### src/rtl/periph_bus_arbiter_if.sv
// Bundle of both master ports and the peripheral bus around the arbiter.
// "master" is the environment side (masters + peripheral), "slave" is the arbiter.
interface periph_bus_arbiter_if;
    logic        m0_req;
    logic        m0_rd;
    logic        m0_wr;
    logic [31:0] m0_addr;
    logic [31:0] m0_wdata;
    logic        m0_gnt;
    logic [31:0] m0_rdata;

    logic        m1_req;
    logic        m1_rd;
    logic        m1_wr;
    logic [31:0] m1_addr;
    logic [31:0] m1_wdata;
    logic        m1_gnt;
    logic [31:0] m1_rdata;

    logic        bus_rd;
    logic        bus_wr;
    logic [31:0] bus_addr;
    logic [31:0] bus_wdata;
    logic [31:0] bus_rdata;
    logic        busy;

    modport master (
        output m0_req, m0_rd, m0_wr, m0_addr, m0_wdata,
        input  m0_gnt, m0_rdata,
        output m1_req, m1_rd, m1_wr, m1_addr, m1_wdata,
        input  m1_gnt, m1_rdata,
        input  bus_rd, bus_wr, bus_addr, bus_wdata, busy,
        output bus_rdata
    );

    modport slave (
        input  m0_req, m0_rd, m0_wr, m0_addr, m0_wdata,
        output m0_gnt, m0_rdata,
        input  m1_req, m1_rd, m1_wr, m1_addr, m1_wdata,
        output m1_gnt, m1_rdata,
        output bus_rd, bus_wr, bus_addr, bus_wdata, busy,
        input  bus_rdata
    );
endinterface

### src/rtl/periph_bus_arbiter.sv
// Two-master round-robin arbiter for the peripheral bus with a bounded burst
// length; grants are registered, the bus path itself is purely combinational.
module periph_bus_arbiter #(
    parameter int MAX_BURST = 4,
    parameter int CNT_W     = 4
) (
    input  logic                 clk,
    input  logic                 reset,
    periph_bus_arbiter_if.slave  bus_if
);

    typedef enum logic [1:0] {IDLE, OWN0, OWN1} state_t;

    localparam logic [CNT_W-1:0] LAST_BEAT = CNT_W'(MAX_BURST - 1);

    state_t           state;
    logic             gnt0;
    logic             gnt1;
    logic             last;
    logic [CNT_W-1:0] beat_cnt;
    logic             beat0;
    logic             beat1;

    assign beat0 = gnt0 & (bus_if.m0_rd | bus_if.m0_wr);
    assign beat1 = gnt1 & (bus_if.m1_rd | bus_if.m1_wr);

    // last==1 means master 1 owned most recently, so master 0 wins the next tie
    always_ff @(posedge clk) begin
        if (!reset) begin
            state    <= IDLE;
            gnt0     <= 1'b0;
            gnt1     <= 1'b0;
            last     <= 1'b1;
            beat_cnt <= '0;
        end else begin
            unique case (state)
                IDLE: begin
                    if (bus_if.m0_req && (!bus_if.m1_req || last)) begin
                        state <= OWN0;
                        gnt0  <= 1'b1;
                        gnt1  <= 1'b0;
                    end else if (bus_if.m1_req) begin
                        state <= OWN1;
                        gnt0  <= 1'b0;
                        gnt1  <= 1'b1;
                    end
                end
                OWN0: begin
                    if (!bus_if.m0_req || (beat0 && beat_cnt == LAST_BEAT && bus_if.m1_req)) begin
                        last     <= 1'b0;
                        beat_cnt <= '0;
                        gnt0     <= 1'b0;
                        gnt1     <= bus_if.m1_req;
                        state    <= bus_if.m1_req ? OWN1 : IDLE;
                    end else if (beat0 && beat_cnt != LAST_BEAT) begin
                        beat_cnt <= beat_cnt + CNT_W'(1);
                    end
                end
                OWN1: begin
                    if (!bus_if.m1_req || (beat1 && beat_cnt == LAST_BEAT && bus_if.m0_req)) begin
                        last     <= 1'b1;
                        beat_cnt <= '0;
                        gnt1     <= 1'b0;
                        gnt0     <= bus_if.m0_req;
                        state    <= bus_if.m0_req ? OWN0 : IDLE;
                    end else if (beat1 && beat_cnt != LAST_BEAT) begin
                        beat_cnt <= beat_cnt + CNT_W'(1);
                    end
                end
                default: begin
                    state <= IDLE;
                    gnt0  <= 1'b0;
                    gnt1  <= 1'b0;
                end
            endcase
        end
    end

    assign bus_if.m0_gnt = gnt0;
    assign bus_if.m1_gnt = gnt1;
    assign bus_if.busy   = gnt0 | gnt1;

    // Strobes from a master without the grant never reach the peripheral
    always_comb begin
        bus_if.bus_rd    = 1'b0;
        bus_if.bus_wr    = 1'b0;
        bus_if.bus_addr  = '0;
        bus_if.bus_wdata = '0;
        bus_if.m0_rdata  = '0;
        bus_if.m1_rdata  = '0;
        if (gnt0) begin
            bus_if.bus_rd    = bus_if.m0_rd;
            bus_if.bus_wr    = bus_if.m0_wr;
            bus_if.bus_addr  = bus_if.m0_addr;
            bus_if.bus_wdata = bus_if.m0_wdata;
            bus_if.m0_rdata  = bus_if.bus_rdata;
        end else if (gnt1) begin
            bus_if.bus_rd    = bus_if.m1_rd;
            bus_if.bus_wr    = bus_if.m1_wr;
            bus_if.bus_addr  = bus_if.m1_addr;
            bus_if.bus_wdata = bus_if.m1_wdata;
            bus_if.m1_rdata  = bus_if.bus_rdata;
        end
    end

endmodule

### src/flat_wrapper.sv
// flat-port wrapper written by rule: the top's interface ports become plain ports
module periph_bus_arbiter_flat 
#(
    parameter int MAX_BURST = 4,
    parameter int CNT_W     = 4
)
  (clk, reset, bus_if_m0_req, bus_if_m0_rd, bus_if_m0_wr, bus_if_m0_addr, bus_if_m0_wdata, bus_if_m0_gnt, bus_if_m0_rdata, bus_if_m1_req, bus_if_m1_rd, bus_if_m1_wr, bus_if_m1_addr, bus_if_m1_wdata, bus_if_m1_gnt, bus_if_m1_rdata, bus_if_bus_rd, bus_if_bus_wr, bus_if_bus_addr, bus_if_bus_wdata, bus_if_busy, bus_if_bus_rdata);
  periph_bus_arbiter_if bus_if_i ();
  input  logic clk;
  input  logic reset;
  input wire logic [$bits(bus_if_i.m0_req)-1:0] bus_if_m0_req;
  input wire logic [$bits(bus_if_i.m0_rd)-1:0] bus_if_m0_rd;
  input wire logic [$bits(bus_if_i.m0_wr)-1:0] bus_if_m0_wr;
  input wire logic [$bits(bus_if_i.m0_addr)-1:0] bus_if_m0_addr;
  input wire logic [$bits(bus_if_i.m0_wdata)-1:0] bus_if_m0_wdata;
  output wire logic [$bits(bus_if_i.m0_gnt)-1:0] bus_if_m0_gnt;
  output wire logic [$bits(bus_if_i.m0_rdata)-1:0] bus_if_m0_rdata;
  input wire logic [$bits(bus_if_i.m1_req)-1:0] bus_if_m1_req;
  input wire logic [$bits(bus_if_i.m1_rd)-1:0] bus_if_m1_rd;
  input wire logic [$bits(bus_if_i.m1_wr)-1:0] bus_if_m1_wr;
  input wire logic [$bits(bus_if_i.m1_addr)-1:0] bus_if_m1_addr;
  input wire logic [$bits(bus_if_i.m1_wdata)-1:0] bus_if_m1_wdata;
  output wire logic [$bits(bus_if_i.m1_gnt)-1:0] bus_if_m1_gnt;
  output wire logic [$bits(bus_if_i.m1_rdata)-1:0] bus_if_m1_rdata;
  output wire logic [$bits(bus_if_i.bus_rd)-1:0] bus_if_bus_rd;
  output wire logic [$bits(bus_if_i.bus_wr)-1:0] bus_if_bus_wr;
  output wire logic [$bits(bus_if_i.bus_addr)-1:0] bus_if_bus_addr;
  output wire logic [$bits(bus_if_i.bus_wdata)-1:0] bus_if_bus_wdata;
  output wire logic [$bits(bus_if_i.busy)-1:0] bus_if_busy;
  input wire logic [$bits(bus_if_i.bus_rdata)-1:0] bus_if_bus_rdata;
  assign bus_if_i.m0_req = bus_if_m0_req;
  assign bus_if_i.m0_rd = bus_if_m0_rd;
  assign bus_if_i.m0_wr = bus_if_m0_wr;
  assign bus_if_i.m0_addr = bus_if_m0_addr;
  assign bus_if_i.m0_wdata = bus_if_m0_wdata;
  assign bus_if_m0_gnt = bus_if_i.m0_gnt;
  assign bus_if_m0_rdata = bus_if_i.m0_rdata;
  assign bus_if_i.m1_req = bus_if_m1_req;
  assign bus_if_i.m1_rd = bus_if_m1_rd;
  assign bus_if_i.m1_wr = bus_if_m1_wr;
  assign bus_if_i.m1_addr = bus_if_m1_addr;
  assign bus_if_i.m1_wdata = bus_if_m1_wdata;
  assign bus_if_m1_gnt = bus_if_i.m1_gnt;
  assign bus_if_m1_rdata = bus_if_i.m1_rdata;
  assign bus_if_bus_rd = bus_if_i.bus_rd;
  assign bus_if_bus_wr = bus_if_i.bus_wr;
  assign bus_if_bus_addr = bus_if_i.bus_addr;
  assign bus_if_bus_wdata = bus_if_i.bus_wdata;
  assign bus_if_busy = bus_if_i.busy;
  assign bus_if_i.bus_rdata = bus_if_bus_rdata;
  periph_bus_arbiter #(.MAX_BURST(MAX_BURST), .CNT_W(CNT_W)) u_core (.clk(clk), .reset(reset), .bus_if(bus_if_i));
endmodule
### config.mk
export PLATFORM = sky130hd
export DESIGN_NAME = periph_bus_arbiter_flat
export DESIGN_NICKNAME = d
export VERILOG_FILES = /design/src/rtl/periph_bus_arbiter_if.sv /design/src/rtl/periph_bus_arbiter.sv /design/src/flat_wrapper.sv
export SDC_FILE = /design/constraint.sdc
export NUM_CORES = 1
export LEC_CHECK = 0
export ABC_AREA = 1
export CAP_MARGIN = 15
export CELL_PAD_IN_SITES_DETAIL_PLACEMENT = 0
export CELL_PAD_IN_SITES_GLOBAL_PLACEMENT = 2
export CORE_UTILIZATION = 10
export CTS_CLUSTER_DIAMETER = 80
export CTS_CLUSTER_SIZE = 25
export DETAILED_ROUTE_END_ITERATION = 16
export GPL_ROUTABILITY_DRIVEN = 1
export PLACE_DENSITY = 0.95
export REMOVE_ABC_BUFFERS = 1
export SYNTH_ARGS = -nofsm -noshare
export SYNTH_HDL_FRONTEND = slang
export SYNTH_SLANG_ARGS = --single-unit
### constraint.sdc
create_clock -name clk -period 3.5 [get_ports clk]
set_clock_uncertainty 0.1 [all_clocks]
set_input_delay 0.7 -clock clk [delete_from_list [all_inputs] [get_ports clk]]
set_output_delay 0.7 -clock clk [all_outputs]
set_load 0.05 [all_outputs]
==> summary.md, run 1 <==
| Metric | Value |
|---|---|
| Status | finished, final reports clean |
| Worst hold endpoint | u_core.last |
| Worst-path cell chain | clkdlybuf4s50_1 -> nand2_2 -> o21ai_0 -> clkdlybuf4s50_1 |
| Nets | 909 |
| Register bit total from synthesis | 9 |
| PwrDens | 402 mW/mm2 |
| Crit Path Class | in2out |
| Hold Path Class | reg2reg |
| Ant diodes | 0 |
| Hold depth | 2 |
| Most frequent cell after synthesis | nand2_1 |
| GRT Residual Overflow | 0 |
| Hold Startpoint | u_core.last |
| WP data required | 2700 ps |
| Total CTS buffers | 3 |
| Post-route DRC | 0 |
| Vias per std cell | 3.75 |
| CP Max Fanout | 2 |
| Layout Area Growth over Synthesis | 191% |
| First-pass DRT Iterations | 5 |
| Core Util, Final | 0.300 |
| CTS sink cnt | 9 |
| Post-CTS sizing | 0 |
| CP dominant cell by count | clkdlybuf4s50_1 |
| # IOs | 301 |
| Fin crit share | 0.869 |
| Tmin final | 3040 ps |
| Hold buffer count at CTS | 0 |
| RSZ-0062 raised after global routing | false |
| Rel. slew slack | 0.572 |
| Slew Viols, Final | 0 |
| Vias | roughly 3800 |
| Gate Count Post-Synth | approximately 450 |
| Main synth FF type | dfxtp_1 |
| CP bufs+invs | 2 |
| Final WL | between 10000 and 15000 um |
| FF-to-FF Start | u_core.bus_if.m1_gnt |
| Core Box Area | 0.0204 mm2 |
| Site row count | 52 |
| Largest net degree at the start of global routing | between 50 and 60 |
| Height of the chip | 147 um |
| Leak Pwr | 2.85 nW |
| Starting density of the core | 0.103 |
| Area leader, netlist | nand2_1 |
| Synth warn | 0 |
| Syn Area/Cell | between 4 and 5 um2 |
| Max-cap violations | 0 |
| Vias in the first global route | around 3700 |
| Fmax achieved | 329 MHz |
| Yosys top cell area share | 0.400 |
| Initial antenna violation count | 0 |
| Top cells by area, synth | nand2_1 40%, nand3_1 17%, dfxtp_1 8.6% |
| First-pass GRT wire length | 19500 um |
| R2R setup slack | 1690 ps |
| DR WL/cell | 12.5 um |
| R2R depth | 9 |
| CTS max path bufs | 2 |
| Routability congestion estimate | 0.773 |
| CP Capture Type | output port |
| Setup crit start kind | input port |
| Sequential area share after synthesis | 0.0857 |
| Number of synthesized flops with an enable pin | 0 |
| Later-pin clock latency in the skew report | approximately 230 ps |
| Critical Path Max Stage Delay | 830 ps |
| Die X | 147 um |
| Final hold violations | 0 |
| Setup violators final | 0 |
| TritonCTS clock tree | yes |
| Worst Max-Slew Pin Slew | between 600 and 700 ps |
| Fraction of layout cells with a size suffix above 1 | 0.127 |
| Global-route usage over all layers | 0.111 |
| Final cell count without fillers | about 1000 |
| Setup TNS | 0 ps |
| H-tree depth | 1 |
| Clock-pin transition on the worst setup and hold timing paths | 40 ps |
| Cell Area, Synth | 0.00210 mm2 |
| # port buffers | 300 |
| Async SR Flop Fraction | 0 |
| Die area | 0.0216 mm2 |
| Pre-CTS setup slack | around 450 ps |
| Dpl hpwl | 10200 um |
| Placed inst area | 0.00604 mm2 |
| Crit path max-delay cell type | clkdlybuf4s50_1 |
| Synth cell types | 25 |
| Largest delay share family, worst path | buffers and inverters |
| Root Buffer | clkbuf_16 |
| Critical Path AT | between 2000 and 2500 ps |
| Final Worst Setup Slack | 458 ps |
| Design area | ~0.0061 mm2 |
| Most frequent cells after synthesis | 224 x nand2_1, 71 x nand3_1, 41 x inv_1 |
| Placed Cells | 1001 |
| Max IR drop VDD | approximately 130 uV |
| Post-detailed-route count of antenna-violating nets | 0 |
| Initial DRC Count | between 100 and 150 |
| FF-to-FF End | u_core.beat_cnt[3] |
| Postcts setup bufs | 0 |
==> power by group <==
part,internal [mW],switching [mW]
logic,0.884,1.18
registers,0.125,0.0665
clock network,0.152,0.0477
==> per-layer routing <==
layer | share of wire | track usage
met1 | 0.40 | 0.128
met2 | 0.51 | 0.211
met3 | 0.081 | 0.0264
met4 | 0.0081 | 0.0108
met5 | 0 | 0
==> worst max-delay path by stage <==
stage,cells past startpoint,startpoint,to
2_1_floorplan,3,u_core.bus_if.m0_gnt,bus_if_bus_addr[0]
3_3_place_gp,4,bus_if_m1_wr,bus_if_bus_wr
3_5_place_dp,4,bus_if_m1_rd,bus_if_bus_rd
4_1_cts,4,bus_if_m1_rd,bus_if_bus_rd
5_1_grt,4,bus_if_m1_wr,bus_if_bus_wr
6_report,4,bus_if_m1_rd,bus_if_bus_rd
==> cells in the final DEF (no fill, tap or decap), drive strengths merged, types with 2 or more instances in the layout <==
master         count
clkdlybuf4s50    236
nand2            226
nand3             76
buf               74
inv               44
nor2              40
a21oi              9
dfxtp              9
ha                 5
clkbuf             4
o21ai              3
nand3b             2
nand4              2
==> sequential cells by signal (all words and copies together) (netlist names) <==
name / count
u_core.state: 2
u_core.bus_if.m0_gnt: 1
u_core.beat_cnt: 4
u_core.last: 1
u_core.bus_if.m1_gnt: 1
==> per-stage QoR <==
stage | power [mW] | hold slack, ps
5_1_grt | 2.60 | 408
2_1_floorplan | 1.24 | 350
3_5_place_dp | 2.28 | 382
3_3_place_gp | 2.28 | 379
6_report | 2.46 | 394
4_1_cts | 2.49 | 388
==> final cells by class <==
type | instances | area, um2
multi-input combinational | 367 | 1600
timing repair buffer | 310 | 3740
fill | 2219 | 14300
tap | 270 | 338
sequential | 9 | 188
clock buffer | 4 | 78.8
inverter | 45 | 170
==> cell families after synthesis <==
logic type / synth area share
adder cells (fa/ha/maj): 0.0298
XOR/XNOR: 0.00417
flip-flops: 0.0857
AND/OR/NAND/NOR: 0.696
buffers and inverters: 0.152
AO/OA/AOI/OAI: 0.0321
==> worst reg2reg max path: stages, from the launching register on <==
cell     delay [ps]
dfxtp_4         750
nand2_2         110
nand2_1         150
nand3_2         100
nand2_1         130
nand2_1         130
nand2_1          80
nand2_1          50
nand2_1          50
nor2_1           50
Power figures use the tool's default switching activity.
==> inputs of run 2 (changes only) <==
--- a/config.mk
+++ b/config.mk
@@ -6,7 +6,6 @@
 export NUM_CORES = 1
 export LEC_CHECK = 0
 export ABC_AREA = 1
-export CAP_MARGIN = 15
 export CELL_PAD_IN_SITES_DETAIL_PLACEMENT = 0
 export CELL_PAD_IN_SITES_GLOBAL_PLACEMENT = 2
 export CORE_UTILIZATION = 10
==> results of run 2 <==
Final layout, timing and power as in run 1 (identical DEF).
==> inputs of run 3 (changes only) <==
--- a/config.mk
+++ b/config.mk
@@ -9,7 +9,7 @@
 export CELL_PAD_IN_SITES_DETAIL_PLACEMENT = 0
 export CELL_PAD_IN_SITES_GLOBAL_PLACEMENT = 2
 export CORE_UTILIZATION = 10
-export CTS_CLUSTER_DIAMETER = 80
+export CTS_CLUSTER_DIAMETER = 40
 export CTS_CLUSTER_SIZE = 25
 export DETAILED_ROUTE_END_ITERATION = 16
 export GPL_ROUTABILITY_DRIVEN = 1
==> results of run 3 <==
Final layout, timing and power as in run 1 (identical DEF).
